## config.mk

```make
export PLATFORM = sky130hd
export DESIGN_NAME = quad_decoder
export DESIGN_NICKNAME = d
export VERILOG_FILES = /design/src/rtl/quad_decoder.sv
export SDC_FILE = /design/constraint.sdc
export NUM_CORES = 1
export LEC_CHECK = 0
export CAP_MARGIN = 20
export CORE_MARGIN = 10
export CORE_UTILIZATION = 45
export CTS_CLUSTER_DIAMETER = 40
export DETAILED_ROUTE_END_ITERATION = 10
export PLACE_DENSITY = 0.69
export SYNTH_ARGS = -nofsm -noshare
export SYNTH_HDL_FRONTEND = slang
export SYNTH_SLANG_ARGS = --single-unit
```

## constraint.sdc

```tcl
create_clock -name clk -period 3.7 [get_ports clk]
set_input_delay 0.555 -clock clk [delete_from_list [all_inputs] [get_ports clk]]
set_output_delay 0.555 -clock clk [all_outputs]
set_load 0.05 [all_outputs]
```

## src/rtl/quad_decoder.sv

```systemverilog
// Quadrature encoder interface.
// Synchronises and glitch-filters the raw A/B/Z pins, decodes A/B at x1/x2/x4
// resolution into a wrapping position count, flags illegal (two-bit) transitions,
// handles index zeroing and reports signed net steps per fixed velocity window.
//
// Ports:
//   clk        system clock
//   reset      synchronous active-high reset
//   inA/inB    raw encoder channels (asynchronous)
//   inZ        raw index channel (asynchronous)
//   clear      synchronous count / index_seen clear
//   err_clr    clears the sticky error flag
//   count      unsigned wrapping position
//   direction  0 = last valid step forward (A leads), 1 = reverse
//   step       one-cycle pulse per counted step
//   index_seen sticky filtered-Z rising edge flag
//   error      sticky illegal-transition flag
//   velocity   signed net steps in the last complete window
//   vel_valid  one-cycle pulse when velocity updates
module quad_decoder #(
  parameter int unsigned WIDTH       = 16,
  parameter int unsigned FILTER_LEN  = 50,
  parameter int unsigned MODE        = 2,
  parameter int unsigned INDEX_CLEAR = 1,
  parameter int unsigned VEL_WINDOW  = 50000
) (
  input  logic             clk,
  input  logic             reset,
  input  logic             inA,
  input  logic             inB,
  input  logic             inZ,
  input  logic             clear,
  input  logic             err_clr,
  output logic [WIDTH-1:0] count,
  output logic             direction,
  output logic             step,
  output logic             index_seen,
  output logic             error,
  output logic [WIDTH-1:0] velocity,
  output logic             vel_valid
);

  localparam int unsigned FCW = (FILTER_LEN > 1) ? $clog2(FILTER_LEN) : 1;
  localparam int unsigned WCW = $clog2(VEL_WINDOW);
  localparam int unsigned AW  = WIDTH + 1;

  // Channel order in the packed vectors: {A, B, Z}
  logic [2:0]          sync1_q, sync2_q, filt_q;
  logic [2:0][FCW-1:0] fcnt_q;

  logic [1:0]       ab_prev_q;
  logic             z_prev_q;
  logic [WIDTH-1:0] count_q, count_d;
  logic             dir_q, step_q, index_q, error_q;
  logic [WIDTH-1:0] acc_q, acc_sat, velocity_q;
  logic             vel_valid_q;
  logic [WCW-1:0]   win_q;

  logic [1:0]  ab_cur, ab_diff;
  logic        valid, illegal, rev, counted, z_rise, win_end;
  logic [AW-1:0] step_ext, acc_sum;

  // Two-flop synchronisers
  always_ff @(posedge clk) begin
    if (reset) begin
      sync1_q <= '0;
      sync2_q <= '0;
    end else begin
      sync1_q <= {inA, inB, inZ};
      sync2_q <= sync1_q;
    end
  end

  // Filtered level follows only after FILTER_LEN consecutive differing cycles
  always_ff @(posedge clk) begin
    if (reset) begin
      filt_q <= '0;
      fcnt_q <= '0;
    end else begin
      for (int c = 0; c < 3; c++) begin
        if (sync2_q[c] == filt_q[c]) begin
          fcnt_q[c] <= '0;
        end else if (fcnt_q[c] == FCW'(FILTER_LEN - 1)) begin
          filt_q[c] <= sync2_q[c];
          fcnt_q[c] <= '0;
        end else begin
          fcnt_q[c] <= fcnt_q[c] + 1'b1;
        end
      end
    end
  end

  // Decode
  always_comb begin
    ab_cur  = filt_q[2:1];
    ab_diff = ab_cur ^ ab_prev_q;
    valid   = (ab_diff == 2'b01) || (ab_diff == 2'b10);
    illegal = (ab_diff == 2'b11);
    // On the gray sequence 00-10-11-01, old A differs from new B only when stepping backwards
    rev     = ab_prev_q[1] ^ ab_cur[0];
    case (MODE)
      0:       counted = valid & ~ab_prev_q[1] & ab_cur[1];
      1:       counted = valid & ab_diff[1];
      default: counted = valid;
    endcase
    z_rise = filt_q[0] & ~z_prev_q;
  end

  always_comb begin
    count_d = count_q;
    if (clear) begin
      count_d = '0;
    end else if (z_rise && (INDEX_CLEAR == 1)) begin
      count_d = '0;
    end else if (counted) begin
      count_d = rev ? count_q - 1'b1 : count_q + 1'b1;
    end
  end

  // Saturating signed accumulator update, computed one bit wider to spot overflow
  always_comb begin
    step_ext = '0;
    if (counted) begin
      step_ext = rev ? {AW{1'b1}} : AW'(1);
    end
    acc_sum = {acc_q[WIDTH-1], acc_q} + step_ext;
    if (acc_sum[AW-1] != acc_sum[AW-2]) begin
      acc_sat = acc_sum[AW-1] ? {1'b1, {(WIDTH-1){1'b0}}} : {1'b0, {(WIDTH-1){1'b1}}};
    end else begin
      acc_sat = acc_sum[WIDTH-1:0];
    end
    win_end = (win_q == WCW'(VEL_WINDOW - 1));
  end

  always_ff @(posedge clk) begin
    if (reset) begin
      ab_prev_q <= 2'b00;
      z_prev_q  <= 1'b0;
      count_q   <= '0;
      dir_q     <= 1'b0;
      step_q    <= 1'b0;
      index_q   <= 1'b0;
      error_q   <= 1'b0;
    end else begin
      ab_prev_q <= ab_cur;
      z_prev_q  <= filt_q[0];
      count_q   <= count_d;
      step_q    <= counted;
      if (valid) begin
        dir_q <= rev;
      end
      if (clear) begin
        index_q <= 1'b0;
      end else if (z_rise) begin
        index_q <= 1'b1;
      end
      // A same-cycle illegal transition beats err_clr
      if (illegal) begin
        error_q <= 1'b1;
      end else if (err_clr) begin
        error_q <= 1'b0;
      end
    end
  end

  always_ff @(posedge clk) begin
    if (reset) begin
      win_q       <= '0;
      acc_q       <= '0;
      velocity_q  <= '0;
      vel_valid_q <= 1'b0;
    end else if (win_end) begin
      win_q       <= '0;
      acc_q       <= '0;
      velocity_q  <= acc_sat;
      vel_valid_q <= 1'b1;
    end else begin
      win_q       <= win_q + 1'b1;
      acc_q       <= acc_sat;
      vel_valid_q <= 1'b0;
    end
  end

  assign count      = count_q;
  assign direction  = dir_q;
  assign step       = step_q;
  assign index_seen = index_q;
  assign error      = error_q;
  assign velocity   = velocity_q;
  assign vel_valid  = vel_valid_q;

endmodule

```

==> key figures, run 1 <==
Run status
  – Outcome: finished clean

Routing
  – DRC: 0
  – Wire per inst: 14.6 um
  – Routed wire length: 10.8 mm
  – Pre-Repair DR Iteration Count: 6
  – Via count: 4,003
  – Count of antenna-violating nets left after detailed routing: 0
  – Iteration-0 DRC count of the detailed router: 212
  – Avg Vias per Cell: 5.39

Logic synthesis
  – Number of nets produced by synthesis: 595
  – Count of synthesis-stage warnings from yosys: 0
  – Fraction of the mapped netlist area in adder cells: 9.28%
  – Share of async-settable or async-resettable flops after synthesis: 0%
  – Post-synthesis compound-gate area fraction: 14.0%
  – Instance count of the mapped netlist: 563
  – Number of enable flip-flop cells after synthesis: 0
  – Mux share of post-synthesis cell area: 3.34%
  – Register bit total from synthesis: 99
  – Post-Synth Simple-Gate Area: 21.1%
  – Most common flop cell mapped by yosys: sky130_fd_sc_hd__dfxtp_1
  – Count of unique library cells instantiated by Yosys: 66
  – Fraction of synthesized cell area in xor and xnor cells: 9.74%
  – Main combinational cell family by area after synthesis: simple AND/OR/NAND/NOR gates
  – Synth Area per Inst: 9.06 um2
  – Fraction of the yosys area taken by sequential cells: 38.9%
  – Cell area after synthesis: 5100 um2

Power and ir drop
  – Static leakage: 2.16 nW
  – Overall power: 2.11 mW
  – Power per Cell Area: 355 nW/um2
  – Highest ir drop seen on vdd: 0.306 mV

Hold path
  – Worst Hold Path EP: sync2_q[2]
  – HP Start: sync1_q[2]
  – Count of cells along the worst hold path: 1
  – Worst min-delay path class: reg2reg

CTS
  – Clock buffer count from CTS: 9
  – Root Buffer Master: sky130_fd_sc_hd__clkbuf_16
  – Total number of clock tree sinks: 99
  – Max H-tree Level: 3
  – Number of setup buffers added after CTS: 0
  – Hold_buf cts: 0
  – Post_cts resized: 0
  – Clk Latency, worst-skew pair: 0.34 ns
  – Maximum root-to-sink buffer count: 2
  – Clock input transition at the sequential cells of the worst setup and hold paths: 0.06 ns
  – TritonCTS clock tree: built

Floorplan
  – Chip height: 126 um
  – Top-Level Pins: 44
  – Placeable Area: 11,000 um2
  – Starting Density: 46.4%
  – Cell row count: 38
  – Die area: 16,000 um2
  – Width of the chip: 126 um

Critical path
  – Critical Path Fanout Max: 14
  – Critical path class: reg2reg
  – Terminus of the critical flop-to-flop path: acc_q[5]
  – Origin of the critical flop-to-flop path: filt_q[1]
  – Data arrival, critical path: 3.57 ns
  – Stages on the worst setup path: 11
  – Crit path capture type: register
  – Worst Path Buf+Inv: 1
  – Worst-path cell chain: xor2_1 -> ha_1 -> ha_1 -> nand4_1 -> a21oi_1 -> a22oi_2 -> a41oi_2 -> xor2_2 -> buf_4 -> or3_1 -> o21ai_0
  – Worst EP required: 3.91 ns
  – Nature of the critical path startpoint: register
  – CP peak stage delay: 0.46 ns
  – Source of the critical timing path: filt_q[1]
  – Most frequent cell on the critical path: sky130_fd_sc_hd__ha_1
  – Number of cell instances on the worst register-to-register path: 11
  – Largest delay contributor family on the critical path: compound AO/OA/AOI/OAI gates
  – Reg2reg setup slack: 0.34 ns
  – Cell with the biggest individual delay on the critical path: sky130_fd_sc_hd__dfxtp_1

Timing
  – Final worst clock skew: 0.00584 ns
  – Setup repair after global routing missed its margin: false
  – Worst rel slew slack: 62.1%
  – Achievable frequency: 297 MHz
  – Final period util: 90.9%
  – Final critical-path required period: 3.36 ns
  – Fin Setup TNS: 0 ns
  – Number of hold violations in the final report: 0
  – Finish-stage setup viols: 0
  – Pins over their slew limit: 0
  – Actual transition at the worst max-transition pin: 0.563 ns

Flow run
  – Total of max-cap violations: 0

Layout
  – Final-stage net count: 630
  – Combined flip-flop and latch cell area: 1980 um2
  – Fin area: 5950 um2
  – Antenna diodes: 0
  – Core occupancy in the finished layout: 54.2%
  – Number of fill cells: 984
  – Commonest cells after routing, fill and taps aside: 99 x sky130_fd_sc_hd__dfxtp_1, 90 x sky130_fd_sc_hd__nor2_1, 43 x sky130_fd_sc_hd__clkdlybuf4s50_1, 30 x sky130_fd_sc_hd__xnor2_1, 27 x sky130_fd_sc_hd__o21ai_0
  – Fraction of final layout cells with drive strength greater than 1: 9.97%
  – Area growth from synthesis to layout: 16.8%
  – Area of the multi-input gates: 2930 um2
  – Most common library cell in the layout ignoring fill and taps: sky130_fd_sc_hd__dfxtp_1

Place
  – Placed instance area: 5640 um2
  – Number of buffers added on ports: 43
  – Global placer's final weighted congestion: 0.851
  – HPWL reported at the end of detailed placement: 7.96 mm

GRT
  – Overall overflow remaining after global route: 0
  – Vias in the first global route: 3,949
  – Global-route wire length before repair: 18.6 mm
  – Total routing usage reported by global routing: 13.8%
  – Maximum number of pins on one net before global-route repair: 32
  – Antenna violations before repair: 0
==> sequential cells by signal (all words and copies together) (netlist names), 2 cells and up <==
signal / flops
velocity: 16
sync1_q: 3
fcnt_q: 18
win_q: 16
filt_q: 3
ab_prev_q: 2
sync2_q: 3
count: 16
acc_q: 16
==> layout make-up <==
type	instances	share of cell area, %
Multi-Input combinational cell	422	49.2
Sequential cell	99	33.3
Timing Repair Buffer	52	8.36
Clock buffer	11	4.08
Tap cell	140	2.94
Clock inverter	4	1.24
Inverter	14	0.925
==> metal layers <==
metal	share of wire, %	vias up	track usage (%)
met2	45	86	21.7
met4	1.7	0	4.82
met3	5.7	19	5.00
met1	47	1854	16.9
met5	0	-	0
li1	-	2044	-
==> metrics by stage <==
step | hold WS [ns] | worst slack (ns) | instances
after floorplan | 0.414 | 0.720 | 563
after global placement | 0.420 | 0.520 | 727
after detailed placement | 0.425 | 0.376 | 727
after CTS | 0.444 | 0.368 | 742
after global routing | 0.469 | 0.0270 | 742
final | 0.445 | 0.337 | 742
==> where the power goes <==
group          switching [mW]  internal [mW]
clock                   0.388          0.608
sequential            0.00488           1.07
combinational          0.0232         0.0154
==> worst max path at each step <==
| stage | to | slack [ns] |
|---|---|---|
| finish | acc_q[5] | 0.34 |
| global route | acc_q[11] | 0.03 |
| CTS | acc_q[5] | 0.37 |
| detailed placement | acc_q[5] | 0.38 |
| global placement | acc_q[0] | 0.52 |
| floorplan | velocity[0] | 0.72 |
==> cells in the mapped netlist, types with 10 or more instances <==
cell type	number	area share [%]
sky130_fd_sc_hd__a21oi_1	15	1.5
sky130_fd_sc_hd__nor2b_1	14	1.7
sky130_fd_sc_hd__dfxtp_1	99	39
sky130_fd_sc_hd__inv_1	13	0.96
sky130_fd_sc_hd__ha_1	24	5.9
sky130_fd_sc_hd__maj3_2	10	2.2
sky130_fd_sc_hd__nor3_1	13	1.3
sky130_fd_sc_hd__or3_1	14	1.7
sky130_fd_sc_hd__nor2_1	90	6.6
sky130_fd_sc_hd__clkbuf_1	19	1.4
sky130_fd_sc_hd__a211oi_2	10	2.5
sky130_fd_sc_hd__mux2i_1	17	3.3
sky130_fd_sc_hd__nand3_1	17	1.7
sky130_fd_sc_hd__xnor2_1	30	5.2
sky130_fd_sc_hd__nand2_1	24	1.8
sky130_fd_sc_hd__o21ai_0	27	2.7
sky130_fd_sc_hd__xor2_1	23	4.0
==> cells by family (layout without fill, tap and decap cells) <==
family,count (synthesis),count (layout)
simple gates,213,213
flops,99,99
compound gates,98,98
xor+xnor,55,55
buf+inv,42,81
fa+ha+maj,39,39
mux,17,17
Power figures use the tool's default switching activity.
==> run 2, diff against run 1 <==
--- a/config.mk
+++ b/config.mk
@@ -6,11 +6,14 @@
 export NUM_CORES = 1
 export LEC_CHECK = 0
 export CAP_MARGIN = 20
+export CELL_PAD_IN_SITES_DETAIL_PLACEMENT = 1
+export CELL_PAD_IN_SITES_GLOBAL_PLACEMENT = 1
 export CORE_MARGIN = 10
 export CORE_UTILIZATION = 45
-export CTS_CLUSTER_DIAMETER = 40
+export CTS_CLUSTER_DIAMETER = 50
 export DETAILED_ROUTE_END_ITERATION = 10
-export PLACE_DENSITY = 0.69
+export PLACE_DENSITY = 0.84
+export SKIP_LAST_GASP = 1
 export SYNTH_ARGS = -nofsm -noshare
 export SYNTH_HDL_FRONTEND = slang
 export SYNTH_SLANG_ARGS = --single-unit
==> key figures, run 2 (synthesized netlist as in run 1, its figures left out) <==
Critical path
  – Worst EP required: 3.97 ns (+0.06 ns)
  – Nature of the critical path startpoint: register
  – Worst-path cell chain: xor2_1 -> ha_1 -> nand2_2 -> xnor2_1 -> ha_1 -> nand3_1 -> nor3_1 -> nand4_1 -> nor2b_1 -> buf_4 -> maj3_1 -> a211oi_1
  – Crit path capture type: register
  – Largest delay contributor family on the critical path: simple AND/OR/NAND/NOR gates
  – Critical path class: reg2reg
  – Critical Path Fanout Max: 15 (+1)
  – Cell with the biggest individual delay on the critical path: sky130_fd_sc_hd__dfxtp_1
  – CP peak stage delay: 0.48 ns (+0.02 ns)
  – Most frequent cell on the critical path: sky130_fd_sc_hd__ha_1
  – Data arrival, critical path: 3.67 ns (+0.10 ns)
  – Worst Path Buf+Inv: 1 (unchanged)

Place
  – Global placer's final weighted congestion: 0.904 (+6.2%)
  – Number of buffers added on ports: 43 (unchanged)
  – HPWL reported at the end of detailed placement: 9.37 mm (+18%)
  – Placed cell count: 727 (unchanged)

Layout
  – Non-filler cells, final: 743 (+0.13%)
  – Area growth from synthesis to layout: 16.7% (about the same)
  – Most common library cell in the layout ignoring fill and taps: sky130_fd_sc_hd__dfxtp_1
  – Final-stage net count: 630 (unchanged)
  – Biggest register: fcnt_q
  – Fraction of final layout cells with drive strength greater than 1: 10.4% (+0.48 points)
  – Core occupancy in the finished layout: 54.2% (about the same)
  – Flip-flop count of the largest register after layout: 18 (unchanged)
  – Commonest cells after routing, fill and taps aside: 99 x sky130_fd_sc_hd__dfxtp_1, 90 x sky130_fd_sc_hd__nor2_1, 43 x sky130_fd_sc_hd__clkdlybuf4s50_1, 30 x sky130_fd_sc_hd__xnor2_1, 27 x sky130_fd_sc_hd__o21ai_0
  – Antenna diodes: 0 (unchanged)

Timing
  – Finish-stage setup viols: 0 (unchanged)
  – Final period util: 92.0% (+1.1 points)
  – Number of hold violations in the final report: 0 (unchanged)
  – Setup repair after global routing missed its margin: false
  – Worst rel slew slack: 61.1% (-0.99 points)
  – Pins over their slew limit: 0 (unchanged)
  – Final worst clock skew: 0.00489 ns (-0.000947 ns)
  – Actual transition at the worst max-transition pin: 0.575 ns (+0.0119 ns)
  – Worst Hold Slack: 0.441 ns (-0.00469 ns)
  – Fin Setup TNS: 0 ns (unchanged)
  – Achievable frequency: 294 MHz (-1.2%)
  – Final critical-path required period: 3.41 ns (+0.0424 ns)

Routing
  – Pre-Repair DR Iteration Count: 4 (-2)
  – Routed wire length: 12.8 mm (+18%)
  – Iteration-0 DRC count of the detailed router: 281 (+33%)
  – Via count: 4,157 (+3.8%)
  – Wire per inst: 17.2 um (+18%)
  – Count of antenna-violating nets left after detailed routing: 0 (unchanged)
  – DRC: 0 (unchanged)
  – Avg Vias per Cell: 5.59 (+3.7%)

Floorplan
  – Chip height: 126 um (unchanged)
  – Top-Level Pins: 44 (unchanged)
  – Die area: 16,000 um2 (unchanged)
  – Starting Density: 46.4% (unchanged)
  – Cell row count: 38 (unchanged)
  – Placeable Area: 11,000 um2 (unchanged)
  – Width of the chip: 126 um (unchanged)

CTS
  – Clk Latency, worst-skew pair: 0.36 ns (+0.02 ns)
  – Max H-tree Level: 3 (unchanged)
  – TritonCTS clock tree: built
  – Clock buffer count from CTS: 9 (unchanged)
  – Maximum root-to-sink buffer count: 2 (unchanged)
  – Clock input transition at the sequential cells of the worst setup and hold paths: 0.07 ns (about the same)
  – Post_cts resized: 0 (unchanged)
  – Number of setup buffers added after CTS: 0 (unchanged)
  – Root Buffer Master: sky130_fd_sc_hd__clkbuf_16
  – Total number of clock tree sinks: 99 (unchanged)
  – Hold_buf cts: 0 (unchanged)

Hold path
  – Worst min-delay path class: reg2reg

GRT
  – Global-route wire length before repair: 22.0 mm (+18%)
  – Vias in the first global route: 4,437 (+12%)
  – Total routing usage reported by global routing: 16.3% (+2.6 points)
  – Maximum number of pins on one net before global-route repair: 32 (unchanged)
  – Antenna violations before repair: 0 (unchanged)
  – Overall overflow remaining after global route: 0 (unchanged)

Power and ir drop
  – Static leakage: 2.16 nW (about the same)
  – Highest ir drop seen on vdd: 0.312 mV (+1.6%)
  – Power per Cell Area: 352 nW/um2 (-0.82%)

Flow run
  – Total of max-cap violations: 0 (unchanged)

Run status
  – Outcome: finished clean
[run 2: final timing paths]
path                                  from     endpoint  slack [ns]  cells past startpoint
worst min register to register  sync1_q[0]   sync2_q[0]        0.44                      1
worst max register to register   filt_q[1]  velocity[0]        0.29                     12
worst max-delay path             filt_q[1]  velocity[0]        0.29                     12
worst min-delay path            sync1_q[0]   sync2_q[0]        0.44                      1
[run 2: where the power goes]
group          switching [mW]  total, mW  internal (mW)
clock network           0.427      0.977          0.550
registers             0.00505       1.08           1.07
logic                  0.0254     0.0408         0.0154
[run 2: metrics by stage]
stage                     power, mW  setup WS [ns]  instance area, um2
after global routing           2.17         0.0670                5950
after detailed placement       1.14          0.341                5640
after global placement         1.14          0.581                5640
after CTS                      2.12          0.312                5950
final                          2.09          0.295                5950
after floorplan                1.13          0.720                5100
[run 2: per-layer routing]
metal  track usage, %  wire [um]
met5                0          0
met4             4.89        159
met3             5.04        585
met2             27.2       6330
met1             19.7       5720
[run 2: cell type report]
type                       instances  area [um2]
fill                            1266        5030
multi-input combinational        422        2930
sequential                        99        1980
timing repair buffer              52         498
clock buffer                      10         239
tap                              140         175
clock inverter                     6        70.1
inverter                          14        55.1
[run 2: worst register-to-register path: stages, from the launching register on]
cell and delay (ns):
sky130_fd_sc_hd__dfxtp_1 0.48, sky130_fd_sc_hd__xor2_1 0.21, sky130_fd_sc_hd__ha_1 0.30, sky130_fd_sc_hd__nand2_2 0.18, sky130_fd_sc_hd__xnor2_1 0.15, sky130_fd_sc_hd__ha_1 0.25
sky130_fd_sc_hd__nand3_1 0.18, sky130_fd_sc_hd__nor3_1 0.35, sky130_fd_sc_hd__nand4_1 0.18, sky130_fd_sc_hd__nor2b_1 0.21, sky130_fd_sc_hd__buf_4 0.23, sky130_fd_sc_hd__maj3_1 0.36
sky130_fd_sc_hd__a211oi_1 0.25
==> variant 1 (config.mk and constraints of run 1) <==
The parameter `VEL_WINDOW` goes from 50000 to 200000.
--- a/src/rtl/quad_decoder.sv
+++ b/src/rtl/quad_decoder.sv
@@ -22,7 +22,7 @@
   parameter int unsigned FILTER_LEN  = 50,
   parameter int unsigned MODE        = 2,
   parameter int unsigned INDEX_CLEAR = 1,
-  parameter int unsigned VEL_WINDOW  = 50000
+  parameter int unsigned VEL_WINDOW  = 200000
 ) (
   input  logic             clk,
   input  logic             reset,
Behaviour: no difference found for any inputs over 10 cycles, from zero or initial values and one cycle with reset high; that may be too few to reach the edited logic, so the function may still have changed.
==> variant 1 against run 1 <==
  * Sequential share of layout area rose by 0.090 points
  * Area after synthesis grew 1.7%
  * Core utilization down 0.90 points
  * Power up 4.9%
  * Design area up 1.8%
  * Worst setup slack worse by 12 ps
  * Wire length is 7.0% higher
  * Sequential cell count grew 2
  * Critical path type unchanged
==> variant 1: results (changes against run 1) <==
* Status: finished clean (unchanged)
* Vias in the first global route at 4145 (was 3949)
* Xor and xnor area share after synthesis at 10.3% (was 9.74%)
* Post-synthesis sequential area ratio at 39.0% (was 38.9%)
* Routability congestion estimate from global placement at 0.995 (was 0.851)
* Placed cell count at 762 (was 727)
* Compound-cell area share of the yosys netlist at 14.4% (was 14.0%)
* Met3 WL post-DR at 610 um (was 617 um)
* Placed Instance Area at 0.00571 mm2 (was 0.00564 mm2)
* Final WL at 11600 um (was 10800 um)
* DR WL met2 at 5420 um (was 4910 um)
* First-pass GRT wire length at 19800 um (was 18600 um)
* Hold WS at 441 ps (was 445 ps)
* Peak VDD IR at 0.340 mV (was 0.306 mV)
* Flop pwr share at 49.6% (was 51.0%)
* CP peak stage delay at 500 ps (was 460 ps)
* Met1 track demand over resource at 17.7% (was 16.9%)
* Main area contributors after synthesis: dfxtp_1, nor2_1, ha_1 (unchanged)
* Leakage at 2.28 nW (was 2.16 nW)
* Slowest CP cell: or3b_4 (was dfxtp_1)
* Largest net degree at the start of global routing at 29 (was 32)
* Drt via density at 5.57 (was 5.39)
* Worst hold path startpoint: sync1_q[0] (was sync1_q[2])
* Post-synth top area share at 39.0% (was 38.9%)
* Total track usage at 14.6% (was 13.8%)
* Synth top cells by count: dfxtp_1, nor2_1, nand2_1 (was dfxtp_1, nor2_1, xnor2_1)
* GR Util met3 at 4.76% (was 5.00%)
* 1st-iter DRT viols at 335 (was 212)
* Non-filler instance count after layout at 777 (was 742)
* Reg2Reg Depth at 12 (was 11)
* Crit path arrival time at 3650 ps (was 3570 ps)
* Mapped Nets at 630 (was 595)
* Pre-Repair DR Iteration Count at 5 (was 6)
* Setup crit end: velocity[4] (was acc_q[5])
* Avg Inst Size Synth at 8.66 um2 (was 9.06 um2)
* Adder-Cell Fraction of Synth Area at 5.94% (was 9.28%)
* Yosys cell types at 61 (was 66)
* Met2 Usage GRT at 23.7% (was 21.7%)
* Area grow syn2layout at 16.9% (was 16.8%)
* Final Skew at 7.36 ps (was 5.84 ps)
* Post-Route M1 WL at 5320 um (was 5100 um)
==> variant 1: cell count changes in the layout (fill, tap and decap cells not counted), sizes merged, moves of 7 or more <==
| cell | change |
|---|---|
| a211oi | -11 |
| maj3 | -14 |
| nand3 | +7 |
| nor4 | +7 |
| o211ai | +15 |
| nand2 | +25 |
==> variant 1: through the flow <==
stage	worst slack (ps)	power (W)
2_1_floorplan	105	0.00115
3_3_place_gp	206	0.00116
3_5_place_dp	44.0	0.00116
4_1_cts	20.3	0.00224
5_1_grt	84.5	0.00230
6_report	325	0.00221
==> variant 1: area by class of cell <==
cell class / instances / area, um2
inverter: 9 / 33.8
sequential: 101 / 2020
clock buffer: 10 / 229
tap: 143 / 179
fill: 1052 / 5310
clock inverter: 5 / 108
timing repair buffer: 52 / 498
multi-input combinational: 457 / 2990
==> variant 1: repair_timing <==
action | in CTS | in global routing
hold buffers | 0 | 0
endpoints found under the setup margin | 0 | 29
resized for setup | 0 | 5
==> variant 2 (config.mk and constraints of run 1) <==
Made on the original files. Put one more register stage on the output `count`. The value now appears one clock later. The other outputs are not delayed to match.
--- a/src/rtl/quad_decoder.sv
+++ b/src/rtl/quad_decoder.sv
@@ -181,7 +181,9 @@
     end
   end
 
-  assign count      = count_q;
+  always_ff @(posedge clk) begin
+    count <= count_q;
+  end
   assign direction  = dir_q;
   assign step       = step_q;
   assign index_seen = index_q;
Check against the original RTL: no difference found for any inputs over 10 cycles, from zero or initial values and one cycle with reset high; that may be too few to reach the edited logic, so the function may still have changed.
==> variant 2 against run 1 <==
  * Sequential cell count is 16 higher
  * Wire length up 5.0%
  * Fmax up 2.1%
  * Sequential share of layout area rose by 1.9 points
  * Area after synthesis grew 3.8%
  * Via count increased by 3.9%
  * Cell count grew 5.8%
  * Combinational power decreased by 9.8%
  * Worst setup slack better by 69 ps
  * Largest power group is now clock
  * First-iteration DRC count is 6.1% lower
  * Design area is 9.9% higher
  * Power increased by 47%
  * Die area grew 3.2%
==> variant 2: results (changes against run 1) <==
* CTS buffer count at 17 (was 9)
* DR WL met2 at 5490 um (was 4910 um)
* Pre-Repair DR Iteration Count at 4 (was 6)
* Critical R2R Launch: filt_q[1] (unchanged)
* Setup slack after placement at 107 ps (was 376 ps)
* Post-detail-place hpwl at 8070 um (was 7960 um)
* Crit path arrival time at 3580 ps (was 3570 ps)
* Critical path peak fanout at 13 (was 14)
* Worst hold path startpoint: count_q[15] (was sync1_q[2])
* Number of port buffers at 43 (unchanged)
* Main area contributors after synthesis: dfxtp_1, nor2_1, xnor2_1 (was dfxtp_1, nor2_1, ha_1)
* Worst-Margin Slew at 1020 ps (was 563 ps)
* Max FFs per register at 18 (unchanged)
* Met3 WL post-DR at 568 um (was 617 um)
* 1st-iter DRT viols at 199 (was 212)
* Mapped Nets at 612 (was 595)
* H-tree depth at 4 (was 3)
* Final Skew at 8.65 ps (was 5.84 ps)
* Vias in the first global route at 4069 (was 3949)
* Hold endpoint: count[15] (was sync2_q[2])
* NumNets Final at 661 (was 630)
* Yosys cell types at 57 (was 66)
* Layout cells sized above 1 at 11.1% (was 9.97%)
* Hold-critical path depth at 0 (was 1)
* First-pass GRT wire length at 19400 um (was 18600 um)
* Status: finished clean (unchanged)
* Wire per inst at 14.5 um (was 14.6 um)
* R2R Setup Slk at 410 ps (was 340 ps)
* Peak VDD IR at 0.237 mV (was 0.306 mV)
* Pint at 0.00251 W (was 0.00170 W)
* Routability congestion estimate from global placement at 0.834 (was 0.851)
* Critical R2R Capture: velocity[5] (was acc_q[5])
* Largest net degree at the start of global routing at 26 (was 32)
* Leakage at 2.46 nW (was 2.16 nW)
* Reg2Reg Depth at 12 (was 11)
* Post-Route M1 WL at 5100 um (about the same)
-- variant 2: changes by cell type after synthesis, moves of 10 or more --
cell,change
o21ai_1,+11
maj3_2,-10
a211oi_2,-10
dfxtp_1,+16
nor3_2,+10
o21ai_0,-16
nand2_1,+19
-- variant 2: logic make-up (layout without fill, tap and decap cells) --
logic type,Yosys count,in the layout,share of synthesized area [%]
simple gates,248,248,23.7
flops,115,115,43.5
compound gates,82,82,10.6
xor+xnor,59,59,9.90
buf+inv,34,96,3.03
fa+ha+maj,25,25,6.05
mux,17,17,3.24
-- variant 2: layer usage --
| metal | up-vias | GRT usage, % |
|---|---|---|
| li1 | 2119 | - |
| met1 | 1948 | 16.9 |
| met2 | 80 | 23.3 |
| met3 | 14 | 4.44 |
| met4 | 0 | 5.89 |
| met5 | - | 0 |
-- variant 2: power by group through the flow --
stage | sequential (W) | clock, W | combinational [W]
2_1_floorplan | 0.00128 | 0 | 0.0000231
3_3_place_gp | 0.00128 | 0 | 0.0000347
3_5_place_dp | 0.00128 | 0 | 0.0000356
4_1_cts | 0.00125 | 0.00185 | 0.0000358
5_1_grt | 0.00125 | 0.00191 | 0.0000398
6_report | 0.00125 | 0.00182 | 0.0000348
-- variant 2: critical path: stages (launching register included) --
cell and delay, ps:
dfxtp_1 450, xor2_1 120, ha_1 360, nand2_1 180, xnor2_1 170, ha_1 270, nor4_2 240, nand2_1 230
nor4_4 330, a21oi_1 140, a211o_1 320, nand2_2 230, o21ai_0 140
-- variant 2: how the worst max path moves through the flow --
stage                        endpoint       from  slack [ps]
after floorplan           velocity[2]  filt_q[1]         460
after global placement    velocity[5]  filt_q[1]         330
after detailed placement  velocity[5]  filt_q[1]         110
after CTS                 velocity[5]  filt_q[1]         110
after global routing      velocity[5]  filt_q[1]          90
final                     velocity[5]  filt_q[1]         410
-- variant 2: metrics by stage --
stage / power [W] / util (%) / cell area, um2 / hold slack, ps / cells
finish: 0.00311 / 57.1 / 6540 / 367 / 785
global route: 0.00321 / 57.1 / 6540 / 380 / 785
CTS: 0.00314 / 56.6 / 6490 / 370 / 780
detailed placement: 0.00131 / 50.8 / 5830 / 363 / 748
global placement: 0.00131 / 50.8 / 5830 / 356 / 748
floorplan: 0.00130 / - / 5290 / 343 / 580
-- variant 2: final cells by class --
type / count / area [um2] / share of cell area [%]
tap: 143 / 179 / 2.73
multi-input combinational: 431 / 2840 / 43.4
sequential: 115 / 2300 / 35.2
timing repair buffer: 54 / 513 / 7.84
inverter: 10 / 37.5 / 0.574
clock inverter: 12 / 203 / 3.10
clock buffer: 20 / 467 / 7.13
-- variant 2: repair_timing --
action / 4_1_cts / 5_1_grt
setup buffers: 0 / 5
resized for setup: 0 / 3
endpoints found under the setup margin: 0 / 27
